$ cat config.mk
export PLATFORM = sky130hd
export DESIGN_NAME = multicycle_controller
export DESIGN_NICKNAME = d
export VERILOG_FILES = /design/src/rtl/multicycle_controller.sv
export SDC_FILE = /design/constraint.sdc
export NUM_CORES = 1
export LEC_CHECK = 0
export ABC_AREA = 1
export CORE_ASPECT_RATIO = 1.2
export CORE_MARGIN = 2
export CORE_UTILIZATION = 30
export CTS_CLUSTER_DIAMETER = 60
export DETAILED_ROUTE_END_ITERATION = 10
export PLACE_DENSITY = 0.72
export SETUP_SLACK_MARGIN = 0.4
export SYNTH_ARGS = -nofsm -noshare
export SYNTH_HDL_FRONTEND = slang
export SYNTH_SLANG_ARGS = --single-unit
$ cat constraint.sdc
create_clock -name clk -period 1.5 [get_ports clk]
set_input_delay 0.3 -clock clk [delete_from_list [all_inputs] [get_ports clk]]
set_output_delay 0.3 -clock clk [all_outputs]
set_load 0.01 [all_outputs]
$ cat src/rtl/multicycle_controller.sv
// Main control FSM for the multicycle RV32I datapath: sequences fetch, decode,
// execute, memory and writeback, and drives every datapath select and enable.
module multicycle_controller #(
    parameter bit STRICT_DECODE = 1'b1
) (
    input  logic        clk,
    input  logic        reset,
    input  logic [31:0] Instr,
    input  logic        Zero,
    input  logic        CarryOut,
    input  logic        Overflow,
    input  logic        Sign,
    output logic        PCWrite,
    output logic        AdrSrc,
    output logic        IRWrite,
    output logic        RegWrite,
    output logic        MemWrite,
    output logic [1:0]  ResultSrc,
    output logic [1:0]  ALUSrcA,
    output logic [1:0]  ALUSrcB,
    output logic [2:0]  ImmSrc,
    output logic [3:0]  ALUControl,
    output logic        IllegalInstr,
    output logic [3:0]  StateDbg
);

    typedef enum logic [3:0] {
        S_FETCH    = 4'd0,
        S_DECODE   = 4'd1,
        S_MEMADR   = 4'd2,
        S_MEMREAD  = 4'd3,
        S_MEMWB    = 4'd4,
        S_MEMWRITE = 4'd5,
        S_EXECR    = 4'd6,
        S_EXECI    = 4'd7,
        S_ALUWB    = 4'd8,
        S_JAL      = 4'd9,
        S_JALRADR  = 4'd10,
        S_JALRJMP  = 4'd11,
        S_BRANCH   = 4'd12,
        S_LUI      = 4'd13
    } state_t;

    localparam logic [6:0] OP_LOAD   = 7'b0000011;
    localparam logic [6:0] OP_STORE  = 7'b0100011;
    localparam logic [6:0] OP_RTYPE  = 7'b0110011;
    localparam logic [6:0] OP_IMM    = 7'b0010011;
    localparam logic [6:0] OP_JAL    = 7'b1101111;
    localparam logic [6:0] OP_JALR   = 7'b1100111;
    localparam logic [6:0] OP_BRANCH = 7'b1100011;
    localparam logic [6:0] OP_LUI    = 7'b0110111;
    localparam logic [6:0] OP_AUIPC  = 7'b0010111;

    localparam logic [3:0] ALU_ADD   = 4'b0000;
    localparam logic [3:0] ALU_SUB   = 4'b0001;
    localparam logic [3:0] ALU_AND   = 4'b0010;
    localparam logic [3:0] ALU_OR    = 4'b0011;
    localparam logic [3:0] ALU_XOR   = 4'b0100;
    localparam logic [3:0] ALU_SLT   = 4'b0101;
    localparam logic [3:0] ALU_SLTU  = 4'b0110;
    localparam logic [3:0] ALU_SLL   = 4'b0111;
    localparam logic [3:0] ALU_SRL   = 4'b1000;
    localparam logic [3:0] ALU_SRA   = 4'b1001;
    localparam logic [3:0] ALU_PASSB = 4'b1010;

    state_t      state_r;
    state_t      next_state_s;
    logic [6:0]  opcode_s;
    logic [2:0]  funct3_s;
    logic [6:0]  funct7_s;
    logic        legal_s;
    logic        pcwrite_s;
    logic        adrsrc_s;
    logic        irwrite_s;
    logic        regwrite_s;
    logic        memwrite_s;
    logic        illegal_s;
    logic [1:0]  resultsrc_s;
    logic [1:0]  alusrca_s;
    logic [1:0]  alusrcb_s;
    logic [3:0]  alucontrol_s;
    logic [2:0]  immsrc_s;
    logic        unused_s;

    assign opcode_s = Instr[6:0];
    assign funct3_s = Instr[14:12];
    assign funct7_s = Instr[31:25];
    assign unused_s = ^{Instr[24:15], Instr[11:7]};

    // Only add/sub and srl/sra (and srli/srai) are distinguished by funct7 bit 5.
    function automatic logic [3:0] alu_decode(input logic [2:0] f3, input logic f7b5,
                                              input logic is_rtype);
        logic [3:0] op;
        case (f3)
            3'b000:  op = (is_rtype && f7b5) ? ALU_SUB : ALU_ADD;
            3'b001:  op = ALU_SLL;
            3'b010:  op = ALU_SLT;
            3'b011:  op = ALU_SLTU;
            3'b100:  op = ALU_XOR;
            3'b101:  op = f7b5 ? ALU_SRA : ALU_SRL;
            3'b110:  op = ALU_OR;
            3'b111:  op = ALU_AND;
            default: op = ALU_ADD;
        endcase
        return op;
    endfunction

    function automatic logic branch_taken(input logic [2:0] f3, input logic z,
                                          input logic c, input logic v, input logic s);
        logic t;
        case (f3)
            3'b000:  t = z;
            3'b001:  t = !z;
            3'b100:  t = s ^ v;
            3'b101:  t = !(s ^ v);
            3'b110:  t = !c;
            3'b111:  t = c;
            default: t = 1'b0;
        endcase
        return t;
    endfunction

    // Relaxed decoding still rejects unknown opcodes and branch funct3 010/011.
    function automatic logic instr_legal(input logic [6:0] op, input logic [2:0] f3,
                                         input logic [6:0] f7);
        logic ok;
        case (op)
            OP_LOAD, OP_STORE: ok = !STRICT_DECODE || (f3 == 3'b010);
            OP_RTYPE:  ok = !STRICT_DECODE || (f7 == 7'h00) ||
                            ((f7 == 7'h20) && ((f3 == 3'b000) || (f3 == 3'b101)));
            OP_IMM: begin
                if (f3 == 3'b001) begin
                    ok = !STRICT_DECODE || (f7 == 7'h00);
                end else if (f3 == 3'b101) begin
                    ok = !STRICT_DECODE || (f7 == 7'h00) || (f7 == 7'h20);
                end else begin
                    ok = 1'b1;
                end
            end
            OP_JALR:   ok = !STRICT_DECODE || (f3 == 3'b000);
            OP_BRANCH: ok = (f3 != 3'b010) && (f3 != 3'b011);
            OP_JAL, OP_LUI, OP_AUIPC: ok = 1'b1;
            default:   ok = 1'b0;
        endcase
        return ok;
    endfunction

    assign legal_s = instr_legal(opcode_s, funct3_s, funct7_s);

    // State register; reset abandons any instruction in flight.
    always_ff @(posedge clk) begin
        if (reset) begin
            state_r <= S_FETCH;
        end else begin
            state_r <= next_state_s;
        end
    end

    // Immediate format follows the opcode in every state.
    always_comb begin
        immsrc_s = 3'b000;
        case (opcode_s)
            OP_LOAD, OP_IMM, OP_JALR: immsrc_s = 3'b000;
            OP_STORE:                 immsrc_s = 3'b001;
            OP_BRANCH:                immsrc_s = 3'b010;
            OP_JAL:                   immsrc_s = 3'b011;
            OP_LUI, OP_AUIPC:         immsrc_s = 3'b100;
            default:                  immsrc_s = 3'b000;
        endcase
    end

    // Next-state and per-state control decode.
    always_comb begin
        pcwrite_s    = 1'b0;
        adrsrc_s     = 1'b0;
        irwrite_s    = 1'b0;
        regwrite_s   = 1'b0;
        memwrite_s   = 1'b0;
        illegal_s    = 1'b0;
        resultsrc_s  = 2'b00;
        alusrca_s    = 2'b00;
        alusrcb_s    = 2'b00;
        alucontrol_s = ALU_ADD;
        next_state_s = S_FETCH;
        case (state_r)
            S_FETCH: begin
                irwrite_s    = 1'b1;
                alusrcb_s    = 2'b10;
                resultsrc_s  = 2'b10;
                pcwrite_s    = 1'b1;
                next_state_s = S_DECODE;
            end
            S_DECODE: begin
                alusrca_s = 2'b01;
                alusrcb_s = 2'b01;
                if (!legal_s) begin
                    illegal_s    = 1'b1;
                    next_state_s = S_FETCH;
                end else begin
                    case (opcode_s)
                        OP_LOAD, OP_STORE: next_state_s = S_MEMADR;
                        OP_RTYPE:  next_state_s = S_EXECR;
                        OP_IMM:    next_state_s = S_EXECI;
                        OP_JAL:    next_state_s = S_JAL;
                        OP_JALR:   next_state_s = S_JALRADR;
                        OP_BRANCH: next_state_s = S_BRANCH;
                        OP_LUI:    next_state_s = S_LUI;
                        OP_AUIPC:  next_state_s = S_ALUWB;
                        default:   next_state_s = S_FETCH;
                    endcase
                end
            end
            S_MEMADR: begin
                alusrca_s    = 2'b10;
                alusrcb_s    = 2'b01;
                next_state_s = (opcode_s == OP_LOAD) ? S_MEMREAD : S_MEMWRITE;
            end
            S_MEMREAD: begin
                adrsrc_s     = 1'b1;
                next_state_s = S_MEMWB;
            end
            S_MEMWB: begin
                resultsrc_s  = 2'b01;
                regwrite_s   = 1'b1;
                next_state_s = S_FETCH;
            end
            S_MEMWRITE: begin
                adrsrc_s     = 1'b1;
                memwrite_s   = 1'b1;
                next_state_s = S_FETCH;
            end
            S_EXECR: begin
                alusrca_s    = 2'b10;
                alucontrol_s = alu_decode(funct3_s, funct7_s[5], 1'b1);
                next_state_s = S_ALUWB;
            end
            S_EXECI: begin
                alusrca_s    = 2'b10;
                alusrcb_s    = 2'b01;
                alucontrol_s = alu_decode(funct3_s, funct7_s[5], 1'b0);
                next_state_s = S_ALUWB;
            end
            S_ALUWB: begin
                regwrite_s   = 1'b1;
                next_state_s = S_FETCH;
            end
            S_JAL, S_JALRJMP: begin
                // PC takes the target held in ALUOut while the ALU forms the link value.
                alusrca_s    = 2'b01;
                alusrcb_s    = 2'b10;
                pcwrite_s    = 1'b1;
                next_state_s = S_ALUWB;
            end
            S_JALRADR: begin
                alusrca_s    = 2'b10;
                alusrcb_s    = 2'b01;
                next_state_s = S_JALRJMP;
            end
            S_BRANCH: begin
                alusrca_s    = 2'b10;
                alucontrol_s = ALU_SUB;
                pcwrite_s    = branch_taken(funct3_s, Zero, CarryOut, Overflow, Sign);
                next_state_s = S_FETCH;
            end
            S_LUI: begin
                alusrcb_s    = 2'b01;
                alucontrol_s = ALU_PASSB;
                next_state_s = S_ALUWB;
            end
            default: begin
                next_state_s = S_FETCH;
            end
        endcase
    end

    assign PCWrite      = pcwrite_s  & ~reset;
    assign IRWrite      = irwrite_s  & ~reset;
    assign RegWrite     = regwrite_s & ~reset;
    assign MemWrite     = memwrite_s & ~reset;
    assign IllegalInstr = illegal_s  & ~reset;
    assign AdrSrc       = adrsrc_s;
    assign ResultSrc    = resultsrc_s;
    assign ALUSrcA      = alusrca_s;
    assign ALUSrcB      = alusrcb_s;
    assign ALUControl   = alucontrol_s;
    assign ImmSrc       = immsrc_s;
    assign StateDbg     = state_r;

endmodule

* Word-level counts from Yosys, hierarchy flattened *
Cells that the tools add are included.

word-level totals
  memory bits (read-only) = 0
  bits in writable memories = 0
  flip-flop bits (word level) = 4
  bits in latches = 0
  bits of input ports = 38
  memories = 0
  word-level logic and storage cells = 85

cells by class
  equality and inequality tests = 32
  muxes and demuxes = 24
  bitwise logic cells = 7
  reduce and logical (&&, ||, !) cells = 21
  $mul = 0
  shift operators = 0
  add/subtract/negate cells = 0
  divide/modulo/power cells = 0
  $lt $le $gt $ge = 0

operators with widths
  cell                                                                   number
  4-bit one-hot mux with 8 select lines                                  3
  7-bit by 6-bit equality test with 1-bit output, second input constant  4
  4-bit equality test, second input constant                             6
  4-bit one-hot mux with 6 select lines                                  1
  7-bit equality test, second input constant                             3
  4-bit by 3-bit equality test with 1-bit output, second input constant  4
  4-bit one-hot mux with 4 select lines                                  1
  5-bit OR reduction                                                     3
  7-bit by 5-bit equality test with 1-bit output, second input constant  2
  3-bit equality test, second input constant                             4
  1-bit one-hot mux with 6 select lines                                  2
  2-bit one-hot mux with 2 select lines                                  3
  3-bit one-hot mux with 4 select lines                                  1
  1-bit two-way mux                                                      10
  3-bit OR reduction                                                     3
  4-bit by 2-bit equality test with 1-bit output, second input constant  2
  2-bit OR reduction                                                     4
  7-bit by 2-bit equality test with 1-bit output, second input constant  1
  7-bit logical NOT                                                      1
  3-bit by 2-bit equality test with 1-bit output, second input constant  2
  3-bit by 2-bit != test with 1-bit output, second input constant        2
  1-bit AND                                                              5
  4-bit by 1-bit equality test with 1-bit output, second input constant  1
  4-bit logical NOT                                                      1
  other kinds (10)                                                       15

* Longest topological paths before layout *
Gate-level depths: netlist (run 1).

  depth after elaboration = 8
  gate-level depth with buffers = 10

* Least setup slack after synthesis (run 1) *
Ideal clock, no wire load.

  path type = register -> output
  start = register state_r[3] (netlist: StateDbg[3])
  end = output port PCWrite
  stages on the path, launching flop included = 8
  path buffers = 0
  data arrival time = 1.236 ns
  required time = 1.200 ns
  slack = -0.036 ns
  path through = dfxtp_1 nor2_1 inv_2 nor2_1 inv_2 nand2_1 a21oi_1 nor2_1

on the way
  longest elaborated chain between the ends = 4

RTL lines
  element                                                          line  RTL
  from (decl)                                                      66    state_t state_r;
  from (signal assigned)                                           155   state_r <= next_state_s;
  4-bit equality test / 4-bit logical NOT (equally long branches)  185   case (state_r)
  3-bit OR reduction (no source line)                              --
  1-bit one-hot mux with 2 select lines *                          185
  1-bit AND *                                                      276   assign PCWrite = pcwrite_s & ~reset;
  to (decl)                                                        13    output logic PCWrite,

Every way passes the cells marked *; elsewhere a longest branch is shown, timed or not.

* Worst setup path in the final report (run 1) *
  start = register state_r[2] (netlist: StateDbg[2])
  end = output port RegWrite

on the way
  longest elaborated chain between the ends = 4

RTL lines
  element                                                                                       line  RTL
  4-bit by 3-bit equality test with 1-bit output / 4-bit equality test (equally long branches)  185
  2-bit OR reduction (no source line) *                                                         --
  1-bit two-way mux *                                                                           185
  1-bit AND *                                                                                   278   assign RegWrite = regwrite_s & ~reset;
  to (decl)                                                                                     16    output logic RegWrite,

Marks and branches as above.

==> impl_table.tex, run 1 <==
\begin{tabular}{lr}
\hline
Metric & Value \\
\hline
\multicolumn{2}{l}{\textbf{Status}} \\
\quad Outcome & finished with violations \\
\quad Failing checks & setup timing \\
\multicolumn{2}{l}{\textbf{Logic synthesis}} \\
\quad Post-synth top area share & 0.165 \\
\quad Total nets after synthesis & 196 \\
\quad Post-synthesis instance area & 821 sq um \\
\quad Cell type with the highest aggregate area in the netlist & sky130\_fd\_sc\_hd\_\_nand2\_1 \\
\quad Dominant cells by area after synthesis & sky130\_fd\_sc\_hd\_\_nand2\_1 (16\%), sky130\_fd\_sc\_hd\_\_nor2\_1 (13\%), sky130\_fd\_sc\_hd\_\_dfxtp\_1 (9.8\%) \\
\quad Mean Syn Cell Area & 5.19 sq um \\
\quad Flop and latch count out of synthesis & 4 \\
\quad Sequential fraction of the synthesis area & 0.0976 \\
\quad Warnings from Yosys & 0 \\
\quad Gate count after technology mapping & 158 \\
\quad Distinct cells, synth & 22 \\
\multicolumn{2}{l}{\textbf{Worst setup path}} \\
\quad Endpoint type of the worst setup path & output port \\
\quad Arr. time, crit path & 1450 ps \\
\quad Startpoint kind of the worst setup timing path & flip-flop \\
\quad Maximum net fanout on the critical path & 5 \\
\quad Classification of the worst setup path & flip-flop to output port \\
\quad Required time at the endpoint of the critical path & 1200 ps \\
\multicolumn{2}{l}{\textbf{Timing}} \\
\quad Shortest clock period the worst path allows after layout & 1750 ps \\
\quad Skew final & 13.4 ps \\
\quad Max Fclk & 572 MHz \\
\quad Transition time at the pin with the least slew margin & 435 ps \\
\quad Unrepaired setup endpoints after global routing & true \\
\quad Max Slew Vio Count & 0 \\
\quad Final setup margin & -248 ps \\
\quad Portion of the clock cycle consumed by the worst path in the final layout & 1.17 \\
\quad Final-layout worst hold slack & 599 ps \\
\quad Finish-stage setup viols & 15 \\
\quad Max transition margin & 0.707 \\
\quad Count of endpoints failing hold in the final timing report & 0 \\
\multicolumn{2}{l}{\textbf{Floorplan}} \\
\quad Height of the die & 61.3 microns \\
\quad Number of rows created at floorplan & 20 \\
\quad Die Footprint & 0.00317 sq mm \\
\quad Area inside the core boundary & 0.00258 sq mm \\
\quad Io pins & 61 \\
\quad X dimension of the die & 51.8 microns \\
\quad Effective utilization at floorplan & 0.318 \\
\multicolumn{2}{l}{\textbf{Detailed routing}} \\
\quad Detailed Routing Iterations Pass 1 & 4 \\
\quad Antenna Violating Nets Remaining & 0 \\
\quad Drt total wl & 5030 microns \\
\quad Number of remaining DRC errors & 0 \\
\quad Count of vias placed by the detailed router & 1,596 \\
\quad Detailed Route Iter0 Violations & 85 \\
\quad Via density & 5.28 \\
\quad Avg WL per Cell & 16.7 microns \\
\multicolumn{2}{l}{\textbf{Power}} \\
\quad Static leakage & 1.10 nW \\
\quad Cell-internal power & 416 uW \\
\quad Net Switching & 258 uW \\
\quad Register share of total power & 0.160 \\
\quad Logic pwr share & 0.615 \\
\quad Share of total power consumed by net switching & 0.383 \\
\quad Clock power frac & 0.226 \\
\quad Worst IR Drop VDD & 0.000484 V \\
\quad Power density relative to cell area & 296 mW/mm\^{}2 \\
\multicolumn{2}{l}{\textbf{Clock network}} \\
\quad Number of H-tree levels & 1 \\
\quad Clock buffers created by TritonCTS & 3 \\
\quad Worst-case clock buffer depth & 2 \\
\quad Clock latency at the later pin of the worst-skew pair & 240 ps \\
\quad Clock transition at the registers of the reported paths & 50 ps \\
\quad Sink count of the clock tree & 4 \\
\quad CTS tree & done \\
\quad Count of hold buffers inserted by post-cts repair & 0 \\
\quad Clock Tree Root & sky130\_fd\_sc\_hd\_\_clkbuf\_4 \\
\multicolumn{2}{l}{\textbf{Cells and area}} \\
\quad Final-layout fill cell count & 122 \\
\quad Area Growth Syn to Fin & 178\% \\
\quad Final core area utilization & 0.884 \\
\quad Fraction of layout instances using a drive strength above 1 & 0.770 \\
\quad Flip-flop count of the largest register after layout & 4 \\
\quad Net count reported at finish & 308 \\
\quad Antenna Diode Count & 0 \\
\multicolumn{2}{l}{\textbf{Placed design}} \\
\quad Number of buffers inserted by port buffering & 45 \\
\quad HPWL Detailed & 2610 microns \\
\quad Last weighted congestion value of the routability-driven placer & 0.813 \\
\multicolumn{2}{l}{\textbf{GRT}} \\
\quad First-pass GRT wire length & 6180 microns \\
\quad Maximum number of pins on one net before global-route repair & 8 \\
\quad All-layer global routing usage & 0.254 \\
\quad Vias in the first global route & 1,464 \\
\quad GR Overflow Total & 0 \\
\quad Antenna violations before repair & 0 \\
\multicolumn{2}{l}{\textbf{Run}} \\
\quad Max-cap violations & 0 \\
\multicolumn{2}{l}{\textbf{Min path}} \\
\quad Hold/Removal Path Class & input port to flip-flop \\
\hline
\end{tabular}
synthesized netlist by cell type (all sizes together):
library cell / n
xor2: 1
clkbuf: 1
nor2: 37
nand3: 14
dfxtp: 4
nand4: 3
o21ai: 9
a21oi: 9
inv: 29
nand2: 43
nor3: 2
a31oi: 3
o211ai: 2
clkinv: 1
path summary, 6_finish.rpt:
kind / slack [ps] / cells after the start / from / endpoint
max: -250 / 7 / StateDbg[2] / RegWrite
min: 600 / 7 / Instr[6] / StateDbg[1]
max reg2reg: 40 / 9 / StateDbg[0] / StateDbg[2]
min reg2reg: 670 / 2 / StateDbg[3] / StateDbg[3]
cell families (layout without fill, tap and decap cells):
group,count (synthesis),after routing,share of synthesized area
buf+inv,31,142,0.142
compound gates,23,23,0.169
simple gates,99,99,0.581
flops,4,4,0.0976
xor+xnor,1,1,0.0107
cells in the final DEF (no fill, tap or decap), drive strengths merged:
master         synthesis  final
buf                    0     97
nand2                 43     43
nor2                  37     37
inv                   29     28
nand3                 14     14
a21oi                  9      9
o21ai                  9      9
clkdlybuf4s15          0      6
clkbuf                 1      5
dfxtp                  4      4
nand4                  3      3
dlygate4sd2            0      3
a31oi                  3      3
o211ai                 2      2
clkinv                 1      2
nor3                   2      2
xor2                   1      1
clkdlybuf4s50          0      1
power by group through the flow:
stage | logic (mW) | clock network, mW | registers [mW]
3_5_place_dp | 0.327 | 0 | 0.111
5_1_grt | 0.438 | 0.163 | 0.108
6_report | 0.415 | 0.152 | 0.108
3_3_place_gp | 0.318 | 0 | 0.111
4_1_cts | 0.359 | 0.152 | 0.107
2_1_floorplan | 0.128 | 0 | 0.111
metal layers:
layer / wire length [microns] / vias to the layer above / GRT usage / share of wire
li1: - / 725 / - / -
met1: 1800 / 754 / 0.262 / 0.36
met2: 2730 / 87 / 0.515 / 0.54
met3: 275 / 30 / 0.0267 / 0.055
met4: 228 / 0 / 0.105 / 0.045
met5: 0 / - / 0 / 0
critical path, cell delays in order, from the launching register on:
cell and delay, ps:
sky130_fd_sc_hd__dfxtp_4 420, sky130_fd_sc_hd__inv_4 50, sky130_fd_sc_hd__nor2_4 100, sky130_fd_sc_hd__buf_6 110, sky130_fd_sc_hd__buf_6 110, sky130_fd_sc_hd__nor2_4 40, sky130_fd_sc_hd__nor3_2 190, sky130_fd_sc_hd__buf_2 170
final cells by class:
cell class              instances  area [sq um]  area share
inverters                      30           173      0.0758
well taps                      33          41.3      0.0181
clock buffers                   4          26.3      0.0115
multi-input cells             123           976       0.428
repair buffers                108           967       0.424
flip-flops and latches          4          95.1      0.0417
stage by stage:
stage,setup TNS [ps],setup WS [ps],power [mW],area (sq um),std cells
2_1_floorplan,0,196,0.239,1000,158
3_3_place_gp,-10440,-942,0.429,1830,280
3_5_place_dp,-11040,-1000,0.437,1830,280
4_1_cts,-1000,-147,0.618,2050,295
5_1_grt,-2780,-288,0.709,2280,302
6_report,-2010,-248,0.674,2280,302
repair_timing:
| item | in CTS | in global routing |
|---|---|---|
| pin swaps | 41 | 23 |
| setup buffers | 11 | 7 |
| gates resized for setup | 230 | 49 |
| hold endpoints to repair | 0 | 0 |
| endpoints found under the setup margin | 27 | 26 |
| cloned | 0 | 0 |
Note: power is estimated with default switching activity, not from simulation.
==> inputs of run 2 (changes only) <==
Settings changed: MAX_ROUTING_LAYER set to met4.
==> impl_table.tex, run 2 (same netlist as run 1, synthesis figures left out) <==
\begin{tabular}{lr}
\hline
Metric & Value \\
\hline
\multicolumn{2}{l}{\textbf{Worst setup path}} \\
\quad Classification of the worst setup path & flip-flop to output port \\
\quad Required time at the endpoint of the critical path & 1200 ps (about the same) \\
\quad Arr. time, crit path & 1450 ps (about the same) \\
\quad Maximum net fanout on the critical path & 5 (unchanged) \\
\quad Depth of the most critical reg-to-reg path & 9 (unchanged) \\
\quad Endpoint type of the worst setup path & output port \\
\quad Startpoint kind of the worst setup timing path & flip-flop \\
\multicolumn{2}{l}{\textbf{Floorplan}} \\
\quad Io pins & 61 (unchanged) \\
\quad Area inside the core boundary & 0.00258 sq mm (unchanged) \\
\quad Die Footprint & 0.00317 sq mm (unchanged) \\
\quad X dimension of the die & 51.8 microns (unchanged) \\
\quad Number of rows created at floorplan & 20 (unchanged) \\
\quad Height of the die & 61.3 microns (unchanged) \\
\quad Effective utilization at floorplan & 0.318 (unchanged) \\
\multicolumn{2}{l}{\textbf{Detailed routing}} \\
\quad Detailed Route Iter0 Violations & 64 (-25\%) \\
\quad Avg WL per Cell & 16.6 microns (-0.48\%) \\
\quad Detailed Routing Iterations Pass 1 & 4 (unchanged) \\
\quad Antenna Violating Nets Remaining & 0 (unchanged) \\
\quad Count of vias placed by the detailed router & 1,600 (+0.25\%) \\
\quad Drt total wl & 5010 microns (-0.48\%) \\
\quad Number of remaining DRC errors & 0 (unchanged) \\
\quad Via density & 5.30 (+0.25\%) \\
\multicolumn{2}{l}{\textbf{Status}} \\
\quad Outcome & finished with violations \\
\quad Failing checks & setup timing \\
\multicolumn{2}{l}{\textbf{Clock network}} \\
\quad Sink count of the clock tree & 4 (unchanged) \\
\quad Clock latency at the later pin of the worst-skew pair & 240 ps (about the same) \\
\quad Number of H-tree levels & 1 (unchanged) \\
\quad Clock Tree Root & sky130\_fd\_sc\_hd\_\_clkbuf\_4 \\
\quad CTS tree & done \\
\quad Worst-case clock buffer depth & 2 (unchanged) \\
\quad Count of hold buffers inserted by post-cts repair & 0 (unchanged) \\
\quad Clock buffers created by TritonCTS & 3 (unchanged) \\
\quad Clock transition at the registers of the reported paths & 50 ps (about the same) \\
\multicolumn{2}{l}{\textbf{GRT}} \\
\quad Grt met3 use & 0.0267 (unchanged) \\
\quad Maximum number of pins on one net before global-route repair & 8 (unchanged) \\
\quad Layer carrying the most global-route usage & met2 \\
\quad Vias in the first global route & 1,467 (+0.20\%) \\
\quad GR Overflow Total & 0 (unchanged) \\
\quad First-pass GRT wire length & 6180 microns (unchanged) \\
\quad All-layer global routing usage & 0.262 (+0.00799) \\
\quad Antenna violations before repair & 0 (unchanged) \\
\quad Met2 layer usage reported by global route & 0.515 (unchanged) \\
\quad GRT met1 Usage & 0.262 (unchanged) \\
\multicolumn{2}{l}{\textbf{Cells and area}} \\
\quad Number of non-filler instances in the completed layout & 302 (unchanged) \\
\quad Fraction of layout instances using a drive strength above 1 & 0.770 (unchanged) \\
\quad Final-layout fill cell count & 122 (unchanged) \\
\quad Most frequent cells in the layout & sky130\_fd\_sc\_hd\_\_buf\_4 (42), sky130\_fd\_sc\_hd\_\_buf\_6 (36), sky130\_fd\_sc\_hd\_\_nor2\_4 (22) \\
\quad Net count reported at finish & 308 (unchanged) \\
\quad Antenna Diode Count & 0 (unchanged) \\
\quad Final design instance area without fill & 0.00228 sq mm (unchanged) \\
\quad Most common cell after layout, fill and taps aside & sky130\_fd\_sc\_hd\_\_buf\_4 \\
\quad Flip-flop count of the largest register after layout & 4 (unchanged) \\
\quad Area Growth Syn to Fin & 178\% (unchanged) \\
\multicolumn{2}{l}{\textbf{Placed design}} \\
\quad Number of buffers inserted by port buffering & 45 (unchanged) \\
\quad Cell Count Post-Placement & 280 (unchanged) \\
\quad HPWL Detailed & 2610 microns (unchanged) \\
\quad Placed Instance Area & 0.00183 sq mm (unchanged) \\
\quad Last weighted congestion value of the routability-driven placer & 0.825 (+1.5\%) \\
\multicolumn{2}{l}{\textbf{Power}} \\
\quad Power density relative to cell area & 296 mW/mm\^{}2 (about the same) \\
\quad Worst IR Drop VDD & 0.000484 V (+0.10\%) \\
\quad Static leakage & 1.10 nW (unchanged) \\
\multicolumn{2}{l}{\textbf{Run}} \\
\quad Max-cap violations & 0 (unchanged) \\
\multicolumn{2}{l}{\textbf{Timing}} \\
\quad Count of endpoints failing hold in the final timing report & 0 (unchanged) \\
\quad Max Fclk & 573 MHz (about the same) \\
\quad Finish-stage setup viols & 15 (unchanged) \\
\quad Portion of the clock cycle consumed by the worst path in the final layout & 1.16 (about the same) \\
\quad Max transition margin & 0.732 (+0.0247) \\
\quad Final setup margin & -246 ps (+1.64 ps) \\
\quad Shortest clock period the worst path allows after layout & 1750 ps (-1.64 ps) \\
\quad Max Slew Vio Count & 0 (unchanged) \\
\quad Unrepaired setup endpoints after global routing & true \\
\quad Skew final & 14.6 ps (+1.27 ps) \\
\quad Transition time at the pin with the least slew margin & 398 ps (-36.7 ps) \\
\multicolumn{2}{l}{\textbf{Min path}} \\
\quad Worst Hold Path Cells & 5 (-2) \\
\quad Hold/Removal Path Class & input port to flip-flop \\
\hline
\end{tabular}
run 2: cell counts in the layout (fill, tap and decap cells not counted):
Identical to the previous run, type by type.
run 2: through the flow:
| step | setup WS, ps | hold slack (ps) | setup TNS (ps) | power (mW) | utilization |
|---|---|---|---|---|---|
| after floorplan | 196 | 579 | 0 | 0.239 | - |
| after global placement | -942 | 667 | -10440 | 0.429 | 0.710 |
| after detailed placement | -1000 | 667 | -11040 | 0.437 | 0.710 |
| after CTS | -147 | 520 | -1000 | 0.618 | 0.797 |
| after global routing | -276 | 613 | -2760 | 0.708 | 0.884 |
| final | -246 | 596 | -2000 | 0.674 | 0.884 |
run 2: layout make-up:
type | count | area (sq um) | share of cell area
multi-input cells | 123 | 976 | 0.428
repair buffers | 108 | 967 | 0.424
inverters | 30 | 173 | 0.0758
flip-flops and latches | 4 | 95.1 | 0.0417
well taps | 33 | 41.3 | 0.0181
clock buffers | 4 | 26.3 | 0.0115
run 2: final timing paths:
path,endpoint,start,slack [ps]
worst min register to register,StateDbg[3],StateDbg[3],670
worst max register to register,StateDbg[2],StateDbg[0],50
worst min-delay path,StateDbg[2],Instr[5],600
worst max-delay path,ALUControl[0],StateDbg[2],-250
run 2: repair_timing:
| action | CTS | global route |
|---|---|---|
| buffers inserted | 11 | 7 |
| endpoints found under the setup margin | 27 | 26 |
| endpoints found under the hold margin | 0 | 0 |
| pin swaps | 41 | 23 |
| resized for setup | 230 | 49 |
run 2: routing by layer:
metal,share of wire,vias up,wire [microns]
li1,-,725,-
met1,0.35,751,1740
met2,0.55,94,2730
met3,0.060,30,298
met4,0.046,0,231
met5,0,-,0
run 2: power breakdown:
part           switching (mW)  internal (mW)  leakage (nW)
sequential            0.00447          0.103        0.0355
clock                  0.0518          0.100        0.0150
combinational           0.201          0.213          1.05
total                   0.258          0.416          1.10
run 2: critical path, cell delays in order, from the launching register on:
cell	delay (ps)
sky130_fd_sc_hd__dfxtp_4	420
sky130_fd_sc_hd__inv_4	50
sky130_fd_sc_hd__nor2_4	100
sky130_fd_sc_hd__buf_6	110
sky130_fd_sc_hd__buf_6	110
sky130_fd_sc_hd__nand4_1	160
sky130_fd_sc_hd__nand3_1	110
sky130_fd_sc_hd__buf_2	130
